File: src/rtl/pupil_scan_ctrl.sv
// Pupil-search sequencer: raster-scans the cell image, thresholds each ROM value, accumulates
// dark-pixel statistics and divides out the floor centroid. Define PUPIL_BBOX_EN for the bounding box.
module pupil_scan_ctrl #(
    parameter int COL_BITS = 4,
    parameter int ROW_BITS = 4,
    parameter int HALVING  = 3,
    parameter int THRESH   = 128
) (
    input  logic                         iCLK,
    input  logic                         iRST,
    input  logic                         iSTART,
    input  logic [10:0]                  iVAL,
    output logic [12:0]                  oX,
    output logic [12:0]                  oY,
    output logic                         oBUSY,
    output logic                         oDONE,
    output logic                         oFOUND,
    output logic [COL_BITS+ROW_BITS:0]   oCOUNT,
    output logic [COL_BITS-1:0]          oCX,
    output logic [ROW_BITS-1:0]          oCY,
    output logic [COL_BITS-1:0]          oXMIN,
    output logic [COL_BITS-1:0]          oXMAX,
    output logic [ROW_BITS-1:0]          oYMIN,
    output logic [ROW_BITS-1:0]          oYMAX
);

    localparam int C   = COL_BITS;
    localparam int R   = ROW_BITS;
    localparam int SXW = 2*C + R;
    localparam int SYW = C + 2*R;
    localparam int NW  = C + R + 1;

    typedef enum logic [2:0] {S_IDLE, S_SCAN, S_DIV_X, S_DIV_Y, S_DONE} state_t;

    state_t          r_state, w_next;
    logic [C-1:0]    r_col;
    logic [R-1:0]    r_row;
    logic [SXW-1:0]  r_sum_x;
    logic [SYW-1:0]  r_sum_y;
    logic [NW-1:0]   r_n;
    logic [NW-1:0]   r_rem;
    logic [C-1:0]    r_qx;
    logic [R-1:0]    r_qy;
    logic [7:0]      r_step;
    logic            r_found;
    logic [NW-1:0]   r_count;
    logic [C-1:0]    r_cx;
    logic [R-1:0]    r_cy;

    logic            w_dark, w_last_cell, w_div_last, w_div_bit, w_ge;
    logic [SXW-1:0]  w_sum_x_next;
    logic [SYW-1:0]  w_sum_y_next;
    logic [NW-1:0]   w_n_next, w_rem_next;
    logic [NW:0]     w_trial, w_diff;

    assign w_dark       = (iVAL < 11'(THRESH));
    assign w_last_cell  = (&r_col) && (&r_row);
    assign w_sum_x_next = r_sum_x + (w_dark ? SXW'(r_col) : SXW'(0));
    assign w_sum_y_next = r_sum_y + (w_dark ? SYW'(r_row) : SYW'(0));
    assign w_n_next     = r_n + NW'(w_dark);

    // Restoring divider: the partial remainder starts as dividend >> qbits, and the low
    // dividend bits are shifted out of the quotient register as quotient bits shift in.
    assign w_div_last = (r_state == S_DIV_X) ? (r_step == 8'(C-1)) : (r_step == 8'(R-1));
    assign w_div_bit  = (r_state == S_DIV_X) ? r_qx[C-1] : r_qy[R-1];
    assign w_trial    = {r_rem, w_div_bit};
    assign w_ge       = (w_trial >= {1'b0, r_n});
    assign w_diff     = w_trial - {1'b0, r_n};
    assign w_rem_next = NW'(w_ge ? w_diff : w_trial);

    assign oX     = (r_state == S_SCAN) ? 13'({r_col, {HALVING{1'b0}}}) : 13'd0;
    assign oY     = (r_state == S_SCAN) ? 13'({r_row, {HALVING{1'b0}}}) : 13'd0;
    assign oFOUND = r_found;
    assign oCOUNT = r_count;
    assign oCX    = r_cx;
    assign oCY    = r_cy;

    always_ff @(posedge iCLK) begin
        if (iRST) r_state <= S_IDLE;
        else      r_state <= w_next;
    end

    always_comb begin
        w_next = r_state;
        oBUSY  = 1'b0;
        oDONE  = 1'b0;
        case (r_state)
            S_IDLE:  if (iSTART) w_next = S_SCAN;
            S_SCAN: begin
                oBUSY = 1'b1;
                if (w_last_cell) w_next = (w_n_next != '0) ? S_DIV_X : S_DONE;
            end
            S_DIV_X: begin
                oBUSY = 1'b1;
                if (w_div_last) w_next = S_DIV_Y;
            end
            S_DIV_Y: begin
                oBUSY = 1'b1;
                if (w_div_last) w_next = S_DONE;
            end
            S_DONE: begin
                oDONE  = 1'b1;
                w_next = S_IDLE;
            end
            default: w_next = S_IDLE;
        endcase
    end

    always_ff @(posedge iCLK) begin
        if (iRST) begin
            r_col   <= '0;
            r_row   <= '0;
            r_sum_x <= '0;
            r_sum_y <= '0;
            r_n     <= '0;
            r_rem   <= '0;
            r_qx    <= '0;
            r_qy    <= '0;
            r_step  <= '0;
            r_found <= 1'b0;
            r_count <= '0;
            r_cx    <= '0;
            r_cy    <= '0;
        end else begin
            case (r_state)
                S_IDLE: if (iSTART) begin
                    r_col   <= '0;
                    r_row   <= '0;
                    r_sum_x <= '0;
                    r_sum_y <= '0;
                    r_n     <= '0;
                    r_found <= 1'b0;
                    r_count <= '0;
                    r_cx    <= '0;
                    r_cy    <= '0;
                end
                S_SCAN: begin
                    r_sum_x <= w_sum_x_next;
                    r_sum_y <= w_sum_y_next;
                    r_n     <= w_n_next;
                    r_col   <= r_col + 1'b1;
                    if (&r_col) r_row <= r_row + 1'b1;
                    if (w_last_cell) begin
                        r_rem  <= NW'(w_sum_x_next >> C);
                        r_qx   <= w_sum_x_next[C-1:0];
                        r_step <= '0;
                    end
                end
                S_DIV_X: begin
                    r_rem  <= w_rem_next;
                    r_qx   <= {r_qx[C-2:0], w_ge};
                    r_step <= r_step + 8'd1;
                    if (w_div_last) begin
                        r_rem  <= NW'(r_sum_y >> R);
                        r_qy   <= r_sum_y[R-1:0];
                        r_step <= '0;
                    end
                end
                S_DIV_Y: begin
                    r_rem  <= w_rem_next;
                    r_qy   <= {r_qy[R-2:0], w_ge};
                    r_step <= r_step + 8'd1;
                    if (w_div_last) begin
                        r_found <= 1'b1;
                        r_count <= r_n;
                        r_cx    <= r_qx;
                        r_cy    <= {r_qy[R-2:0], w_ge};
                    end
                end
                default: ;
            endcase
        end
    end

`ifdef PUPIL_BBOX_EN
    logic [C-1:0] r_xmin, r_xmax, r_o_xmin, r_o_xmax;
    logic [R-1:0] r_ymin, r_ymax, r_o_ymin, r_o_ymax;

    // Trackers start inverted so the first dark pixel sets both extremes.
    always_ff @(posedge iCLK) begin
        if (iRST) begin
            r_xmin <= '0; r_xmax <= '0; r_ymin <= '0; r_ymax <= '0;
            r_o_xmin <= '0; r_o_xmax <= '0; r_o_ymin <= '0; r_o_ymax <= '0;
        end else if (r_state == S_IDLE && iSTART) begin
            r_xmin <= '1; r_xmax <= '0; r_ymin <= '1; r_ymax <= '0;
            r_o_xmin <= '0; r_o_xmax <= '0; r_o_ymin <= '0; r_o_ymax <= '0;
        end else if (r_state == S_SCAN && w_dark) begin
            if (r_col < r_xmin) r_xmin <= r_col;
            if (r_col > r_xmax) r_xmax <= r_col;
            if (r_row < r_ymin) r_ymin <= r_row;
            if (r_row > r_ymax) r_ymax <= r_row;
        end else if (r_state == S_DIV_Y && w_div_last) begin
            r_o_xmin <= r_xmin; r_o_xmax <= r_xmax;
            r_o_ymin <= r_ymin; r_o_ymax <= r_ymax;
        end
    end

    assign oXMIN = r_o_xmin;
    assign oXMAX = r_o_xmax;
    assign oYMIN = r_o_ymin;
    assign oYMAX = r_o_ymax;
`else
    assign oXMIN = '0;
    assign oXMAX = '0;
    assign oYMIN = '0;
    assign oYMAX = '0;
`endif

endmodule

File: config.mk
export PLATFORM = sky130hd
export DESIGN_NAME = pupil_scan_ctrl
export DESIGN_NICKNAME = d
export VERILOG_FILES = /design/src/rtl/pupil_scan_ctrl.sv
export SDC_FILE = /design/constraint.sdc
export NUM_CORES = 1
export LEC_CHECK = 0
export CAP_MARGIN = 20
export CORE_AREA = 2 2 101 103
export CTS_BUF_LIST = sky130_fd_sc_hd__clkbuf_4 sky130_fd_sc_hd__clkbuf_8 sky130_fd_sc_hd__clkbuf_16
export CTS_CLUSTER_DIAMETER = 40
export DETAILED_ROUTE_END_ITERATION = 7
export DIE_AREA = 0 0 103 105
export PLACE_DENSITY = 0.79
export SLEW_MARGIN = 20
export SYNTH_ARGS = -nofsm -noshare
export SYNTH_HDL_FRONTEND = slang
export SYNTH_SLANG_ARGS = --single-unit
File: constraint.sdc
create_clock -name iCLK -period 9.2 [get_ports iCLK]
set_input_delay 2.76 -clock iCLK [delete_from_list [all_inputs] [get_ports iCLK]]
set_output_delay 2.76 -clock iCLK [all_outputs]
set_load 0.005 [all_outputs]
# Yosys cells after proc, flatten, opt, wreduce, memory -nomap -nowiden
# Index checks and enable logic that the tools add are counted.
[word_totals]
register_bits = 87
latch_bits = 0
ramBits = 0
romBits = 0
mem_count = 0
[classes]
n_addsub = 7
mul = 0
div = 0
order_cmp = 2
eq_ne = 10
n_shift = 0
n_mux = 42
n_bitwise = 0
n_reduce_logical = 18
[ops]
columns = ["op", "n"]
rows = [
  ["$pmux W12 S2", 2],
  ["$pmux W4 S2", 6],
  ["$mux W9", 5],
  ["$pmux W9 S2", 2],
  ["$mux W4", 8],
  ["$pmux W9 S3", 1],
  ["$add A12 B4 Y12", 2],
  ["$pmux W8 S3", 1],
  ["$mux W8", 2],
  ["$mux W3", 5],
  ["$mux W7", 2],
  ["$mux W12", 1],
  ["$pmux W3 S4", 1],
  ["$reduce_and A4 Y1", 3],
  ["$lt A11 B8 Y1 const B", 1],
  ["$ge A10 B9 Y1", 1],
  ["$ne A2 B2 Y1 const B", 5],
  ["$add A9 B1 Y9", 1],
  ["$reduce_bool A9 Y1", 1],
  ["$sub A9 B9 Y9", 1],
  ["$add A4 B1 Y4 const B", 2],
  ["$add A8 B1 Y8 const B", 1],
  ["$eq A8 B2 Y1 const B", 1],
  ["$reduce_and A2 Y1", 4],
  ["other kinds (11)", 20],
]

# Depth between registers and ports, before layout
# Gate-level depths: netlist of run 1.
[depth]
ltp_word = 6
depth_mapped = 14

# Worst setup path after synthesis of run 1
# No wires, ideal clock.
[synth_path]
path_type = "input port to flip-flop"
from = "input port iVAL[10]"
to = "register r_sum_x[10]"
arrival_ps = 5216
setup_slack_ps = 3913
cell_stages = 10
path_cell_list = "nor4_1 -> and2_1 -> ha_1 -> inv_1 -> fa_1 -> nor2b_1 -> o21ai_0 -> a211o_1 -> or3_1 -> a21oi_1"
[synth_via]
elab_chain_len = 4
[synth_lines]
columns = ["item", "line", "text"]
rows = [
  ["start: declaration", "12", "input logic [10:0] iVAL,"],
  ["$lt A11 B8 Y1", "56", "assign w_dark = (iVAL < 11'(THRESH));"],
  ["$mux W4", "58", "assign w_sum_x_next = r_sum_x + (w_dark ? SXW'(r_col) : SXW'(0));"],
  ["$add A12 B4 Y12", "58", ""],
  ["$pmux W12 S2", "125", "case (r_state)"],
  ["end signal: assignment", "138", "r_sum_x <= w_sum_x_next;"],
  ["end: declaration", "38", "logic [SXW-1:0] r_sum_x;"],
]
# Every way passes these cells.
# A chain may end at the register's enable or synchronous reset.

# Worst setup path in the final report of run 1
[layout_path]
from = "input port iVAL[10]"
to = "register r_rem[6]"
[layout_via]
elab_chain_len = 5
[layout_lines]
columns = ["item", "line", "text"]
rows = [
  ["$lt A11 B8 Y1", "56", ""],
  ["$mux W4", "58", ""],
  ["$add A12 B4 Y12", "58", ""],
  ["$mux W9", "143", "if (w_last_cell) begin"],
  ["$pmux W9 S3", "125", ""],
  ["end signal: assignment", "144", "r_rem <= NW'(w_sum_x_next >> C);"],
  ["end signal: assignment", "150", "r_rem <= w_rem_next;"],
  ["end signal: assignment", "154", "r_rem <= NW'(r_sum_y >> R);"],
  ["end: declaration", "41", "logic [NW-1:0] r_rem;"],
]
# Every way passes these cells. The select of a mux whose other input is x is not followed.

==> results.md, run 1 <==
- DR WL/cell: roughly 15 µm
- Most frequent cell after synthesis: dfxtp_1
- Overall power: 1.23 mW
- Die area: 10,800 µm²
- Inst Count DP: 789
- Simple-Gate Fraction of Synth Area: 0.224
- NumNets Final: 706
- Buf+Inv Stages, Crit Path: 3
- Max IR drop VDD: 0.0931 mV
- First-pass GRT wire length: just over 20,000 µm
- CP Capture Type: flip-flop
- Drt first pass iters: 5
- Syn_area_per_cell: 8.06 µm²
- CP max-delay cell: fa_1
- Clk slew on worst S/H paths: 0.10 ns
- Via count: 4,644
- Worst hold slack: 0.464 ns
- Dpl hpwl: 8930 µm
- Die height: around 110 µm
- Top post-synthesis cells by count: dfxtp_1 (87), nor2_1 (84), nand2_1 (50), a21oi_1 (48), buf_4 (35)
- Fraction of layout cells with a size suffix above 1: 0.0580
- Grt total ovfl: 0
- Worst Path Max Fanout: 9
- Via density per instance: 5.77
- Cell mode on critical path: o21ai_0
- Total Wirelength: around 12,000 µm
- Min Clock Period, post-route: 5.37 ns
- Yosys top cell area share: 0.333
- Register area: between 1500 and 2000 µm²
- Final hold vios: 0
- Initial Util: 0.542
- Largest family of logic cells by synthesized area: simple AND/OR/NAND/NOR gates
- Clock buffer count from CTS: 9
- Worst skew pair latency: 0.38 ns
- Dominant cells by area after synthesis: dfxtp_1 (33%), nor2_1 (6.0%), ha_1 (5.3%), buf_4 (5.0%), a21oi_1 (4.6%)
- Max_cap viols: 0
- Root Buffer: clkbuf_8
- CTS tree: built
- Final setup violation count: 0
- Top FF cell, synth: dfxtp_1
- Post-CTS Hold Buffers: 0
- Number of remaining DRC errors: 0
- Sequential fraction of the synthesis area: 0.333
- Routed Antenna Nets: 0
- Worst EP arrival: 5.65 ns
- HP Class: reg2reg
- Number of global-route vias before repair: 4,240
- Non-Filler Instances: 805
- Clk_skew: 0.0114 ns
- Crit-path cells: clkdlybuf4s50_1 > nor4_1 > buf_4 > and2_1 > ha_1 > inv_1 > fa_1 > nor2b_1 > o21ai_0 > a211o_1 > xnor2_1 > o21ai_0 > a211oi_1
- Fraction of the mapped netlist area in adder cells: 0.0642
- Synthesized flop and latch total: 87
- Compound-Gate Fraction of Synth Area: 0.205
- Post-CTS setup buffer count: 0
- Post-synthesis cell count: about 650
- Synth area leader: dfxtp_1
- DRT iter0 DRCs: 376
- # rows: 36
- Layout area overhead: 9.13%
- P_leak: 2.13 nW
- Final max-slew violation count: 0
- Final setup TNS: 0 ns
- CTS resizes: 0
- Area of the multi-input gates: 3120 µm²
- Mux cell area share after synthesis: 0.0331
- Worst-margin pin slew: approximately 0.86 ns
- Slew Limit Headroom: 0.427
- Pin count of the biggest net entering global routing: 83
- EDFF count, synth: 0
- Core area: 9640 µm²
- Die Width: 103 µm
- Status: completed
- Initial antenna violation count: 0
- Num Clock Sinks: between 80 and 90
- RSZ-0062 raised after global routing: false
- Diode count: 0
- Critical path type: in2reg
- Netlist cell types: 61
- Worst reg-to-reg setup slack: approximately 5.0 ns
- Ys async rst share: 0
- Max clock buf depth: 2
- Worst Path Required: 9.49 ns
- Number of buffer cells added on primary ports: 34
- Fillcell total: about 880
- # IOs: 76
- Type of origin of the critical path: input pin
- H-tree depth: 3
- Fmax: 186 MHz
- Gp weighted congestion: approximately 0.9
- Top delay family on crit path: compound AO/OA/AOI/OAI gates
- Synth Area in XOR/XNOR: 0.0470
- Synth warnings: 0
- CP max stage delay: 0.41 ns
- Total track usage: 0.234
- Fin crit share: 0.583
- Mapped cell area: 5220 µm²
- PwrDens: roughly 220 nW/µm²
[report_power, final]
part	internal, mW	switching, mW
Clock	0.110	0.156
Sequential	0.398	0.0305
Combinational	0.210	0.323
[placed cells by master, fill, tap and decap left out, types with 7 or more instances in the layout]
cell type	netlist	routed
inv_1	24	24
nand3_1	32	32
nor3_1	14	14
xor2_1	13	13
nand4_1	8	8
o21ai_0	27	27
a21oi_1	48	48
a21o_1	9	9
ha_1	22	22
a211oi_1	9	9
clkdlybuf4s50_1	0	33
conb_1	1	34
nand2_1	50	50
xnor2_1	15	15
a22oi_1	19	19
and2_1	16	16
a221oi_1	7	7
clkbuf_8	0	10
mux2i_1	9	9
buf_4	35	7
dfxtp_1	87	87
nor4_1	7	7
nor2_1	84	84
[path summary, 6_finish.rpt]
path / start / end / depth (start not counted)
worst min register to register: oFOUND / oFOUND / 2
worst min-delay path: oFOUND / oFOUND / 2
worst max register to register: r_state[1] / r_rem[6] / 12
worst max-delay path: iVAL[10] / r_rem[6] / 13
[cell type report]
cell class	count	area share
multi-input cells	504	0.548
well taps	133	0.0292
clock inverters	6	0.00900
flip-flops and latches	87	0.306
clock buffers	10	0.0241
repair buffers	41	0.0681
inverters	24	0.0158
[cells by family after synthesis]
| group | count (synthesis) |
|---|---|
| compound gates | 159 |
| mux | 16 |
| xor+xnor | 28 |
| flops | 87 |
| simple gates | 242 |
| buf+inv | 90 |
| other cells | 1 |
| fa+ha+maj | 25 |
[layer usage]
metal  share of wire  track usage  vias to the layer above
li1                -            -                     2279
met5               0            0                        -
met1            0.43        0.301                     2181
met3           0.054       0.0542                       26
met2            0.49        0.375                      158
met4           0.019       0.0930                        0
[flip-flops by register name, indices dropped and copies added (netlist names)]
| register | cells |
|---|---|
| r_sum_x | 12 |
| r_sum_y | 12 |
| oCOUNT | 9 |
| r_n | 9 |
| r_rem | 9 |
| r_step | 8 |
| oCX | 4 |
| oCY | 4 |
| r_col | 4 |
| r_qx | 4 |
| r_qy | 4 |
| r_row | 4 |
| r_state | 3 |
| oFOUND | 1 |
[worst reg2reg max path: stages, from the launching register on]
cell and delay, ns:
dfxtp_1 0.56, nand2b_1 0.35, nor2_1 0.44, mux2i_1 0.34
ha_1 0.22, inv_1 0.05, fa_1 0.39, a21o_1 0.21
o21ai_0 0.33, a31oi_4 0.28, mux2_4 0.39, a221oi_1 0.35
a211oi_1 0.09
[per-stage QoR]
stage / instance area, µm² / utilization / worst slack [ns]
global route: 5700 / 0.591 / 3.61
global placement: 5510 / 0.572 / 3.55
finish: 5700 / 0.591 / 3.83
floorplan: 5350 / - / 3.91
detailed placement: 5510 / 0.572 / 3.47
CTS: 5700 / 0.591 / 3.84
Power figures use the tool's default switching activity.
==> inputs of run 2 (changes only) <==
--- a/config.mk
+++ b/config.mk
@@ -6,12 +6,12 @@
 export NUM_CORES = 1
 export LEC_CHECK = 0
 export CAP_MARGIN = 20
-export CORE_AREA = 2 2 101 103
+export CORE_AREA = 2 2 106 108
 export CTS_BUF_LIST = sky130_fd_sc_hd__clkbuf_4 sky130_fd_sc_hd__clkbuf_8 sky130_fd_sc_hd__clkbuf_16
 export CTS_CLUSTER_DIAMETER = 40
 export DETAILED_ROUTE_END_ITERATION = 7
-export DIE_AREA = 0 0 103 105
-export PLACE_DENSITY = 0.79
+export DIE_AREA = 0 0 108 110
+export PLACE_DENSITY = 0.76
 export SLEW_MARGIN = 20
 export SYNTH_ARGS = -nofsm -noshare
 export SYNTH_HDL_FRONTEND = slang
==> constraint.sdc (replaced) <==
create_clock -name iCLK -period 4.4 [get_ports iCLK]
set_input_delay 1.32 -clock iCLK [delete_from_list [all_inputs] [get_ports iCLK]]
set_output_delay 1.32 -clock iCLK [all_outputs]
set_load 0.005 [all_outputs]
==> run 2 against run 1 <==
Sequential share of layout area is 0.46 points lower. Global-route usage is 1.8 points lower. Die area is 9.8% higher. Highest routed layer unchanged.
==> results.md, run 2 (synthesized netlist as in run 1, its figures left out) <==
- Final setup violation count: 0 (unchanged)
- Post-CTS Hold Buffers: 0 (unchanged)
- DRT iter0 DRCs: 283 (-25%)
- Via count: 4,700 (+1.2%)
- Grt total ovfl: 0 (unchanged)
- Worst setup margin: 0.600 ns (-3.23 ns)
- Clk_skew: 0.0142 ns (+0.00278 ns)
- Final max-slew violation count: 0 (unchanged)
- Fin crit share: 0.864
- Util after Layout: 0.541 (-0.0504)
- DR WL/cell: 15.1 µm (-0.75%)
- Drt first pass iters: 5 (unchanged)
- Clock group share of total power: 0.240 (+0.023)
- Number of buffer cells added on primary ports: 34 (unchanged)
- CP Capture Type: primary output
- NumNets Final: 711 (+0.71%)
- Worst skew pair latency: 0.37 ns (about the same)
- Worst EP arrival: 2.48 ns (-3.17 ns)
- Die Width: 108 µm (+4.9%)
- Area of the multi-input gates: 3120 µm² (unchanged)
- Pre-CTS WS: 0.231 ns (-3.24 ns)
- Number of global-route vias before repair: 4,361 (+2.9%)
- Non-Filler Instances: 817 (+1.5%)
- Number of remaining DRC errors: 0 (unchanged)
- Clock buffer count from CTS: 9 (unchanged)
- Min Clock Period, post-route: 3.80 ns
- Final setup TNS: 0 ns (unchanged)
- Die height: 110 µm (+4.8%)
- # rows: 38 (+5.6%)
- Worst-margin pin slew: 0.931 ns (+0.0712 ns)
- Total track usage: 0.216 (-0.0181)
- Pin count of the biggest net entering global routing: 50 (-40%)
- CTS resizes: 0 (unchanged)
- Register area: 1740 µm² (unchanged)
- Most common cell after layout, fill and taps aside: dfxtp_1
- Initial antenna violation count: 0 (unchanged)
- Status: completed
- Final hold vios: 0 (unchanged)
- Root Buffer: clkbuf_8
- Post-CTS setup buffer count: 0 (unchanged)
- Fraction of layout cells with a size suffix above 1: 0.0650 (+0.00696)
- Inst Count DP: 801 (+1.5%)
- Initial Util: 0.488 (-0.0536)
- First-pass GRT wire length: 20,600 µm (+1.7%)
- Worst Path Required: 3.08 ns (-6.41 ns)
- Diode count: 0 (unchanged)
- Max_cap viols: 0 (unchanged)
- P_leak: 2.18 nW (+2.0%)
- Fmax: 263 MHz
- Num Clock Sinks: 87 (unchanged)
- Via density per instance: 5.75 (-0.28%)
- Gate power share: 0.430 (-0.004)
- Routed Antenna Nets: 0 (unchanged)
- HP Class: reg2reg
- Max clock buf depth: 2 (unchanged)
- Internal power: 1.62 mW (+130%)
- Most frequent cells in the layout: dfxtp_1 (87), nor2_1 (84), nand2_1 (50), a21oi_1 (48), conb_1 (34)
- Overall power: 2.69 mW (+120%)
- Clk slew on worst S/H paths: 0.10 ns (about the same)
- Type of origin of the critical path: flip-flop
- Fillcell total: 1,004 (+14%)
- RSZ-0062 raised after global routing: false
- Switching power: 1.06 mW (+110%)
- Total Wirelength: 12,300 µm (+0.73%)
- Top Registers: r_sum_x (12), r_sum_y (12)
- CTS tree: built
- Slew Limit Headroom: 0.379 (-0.0475)
- Layout area overhead: 10.8%
- Worst Path Max Fanout: 12 (+3)
- Gp weighted congestion: 0.865 (-4.2%)
- # IOs: 76 (unchanged)
- Critical path type: reg2out
- Dpl hpwl: 8900 µm (-0.34%)
- Core area: 10,700 µm² (+11%)
- Die area: 11,900 µm² (+9.8%)
- Max IR drop VDD: 0.201 mV (+120%)
- Sequential group share of total power: 0.330 (-0.019)
- H-tree depth: 3 (unchanged)
- Switching Share: 0.395 (-0.0197)
- PwrDens: 464 nW/µm² (+120%)
run 2: layer usage:
metal | vias to the layer above | share of wire | global-route usage
li1 | 2291 | - | -
met1 | 2207 | 0.44 | 0.271
met2 | 170 | 0.47 | 0.358
met3 | 32 | 0.062 | 0.0541
met4 | 0 | 0.028 | 0.0861
met5 | - | 0 | 0
run 2: critical path: stages, from the launching register on:
cell and delay [ns]:
dfxtp_1 0.64, nor3b_4 0.49, buf_4 0.27, and2_1 0.18, clkdlybuf4s50_1 0.51
run 2: power by group through the flow:
stage / Combinational [mW] / Sequential (mW) / Clock [mW]
final: 1.15 / 0.887 / 0.644
after global routing: 1.27 / 0.896 / 0.685
after CTS: 1.14 / 0.885 / 0.651
after detailed placement: 1.13 / 0.903 / 0
after global placement: 1.10 / 0.900 / 0
after floorplan: 0.918 / 0.878 / 0
run 2: area by class of cell:
cell class,instances,share of cell area
clock inverter,6,0.0158
sequential,87,0.301
multi-input combinational,504,0.540
inverter,24,0.0156
clock buffer,10,0.0238
tap,140,0.0303
timing repair buffer,46,0.0735
run 2: worst paths after layout:
path	from	end	slack, ns	depth (start not counted)
hold reg to reg	oFOUND	oFOUND	0.46	2
setup reg to reg	r_state[0]	r_rem[6]	0.81	11
hold / removal	oFOUND	oFOUND	0.46	2
setup / recovery	r_state[0]	oX[5]	0.60	4
run 2: through the flow:
stage          hold WS (ns)  instance area (µm²)
5_1_grt               0.493                 5790
3_3_place_gp          0.441                 5560
3_5_place_dp          0.451                 5560
6_report              0.461                 5790
4_1_cts               0.464                 5790
2_1_floorplan         0.444                 5350
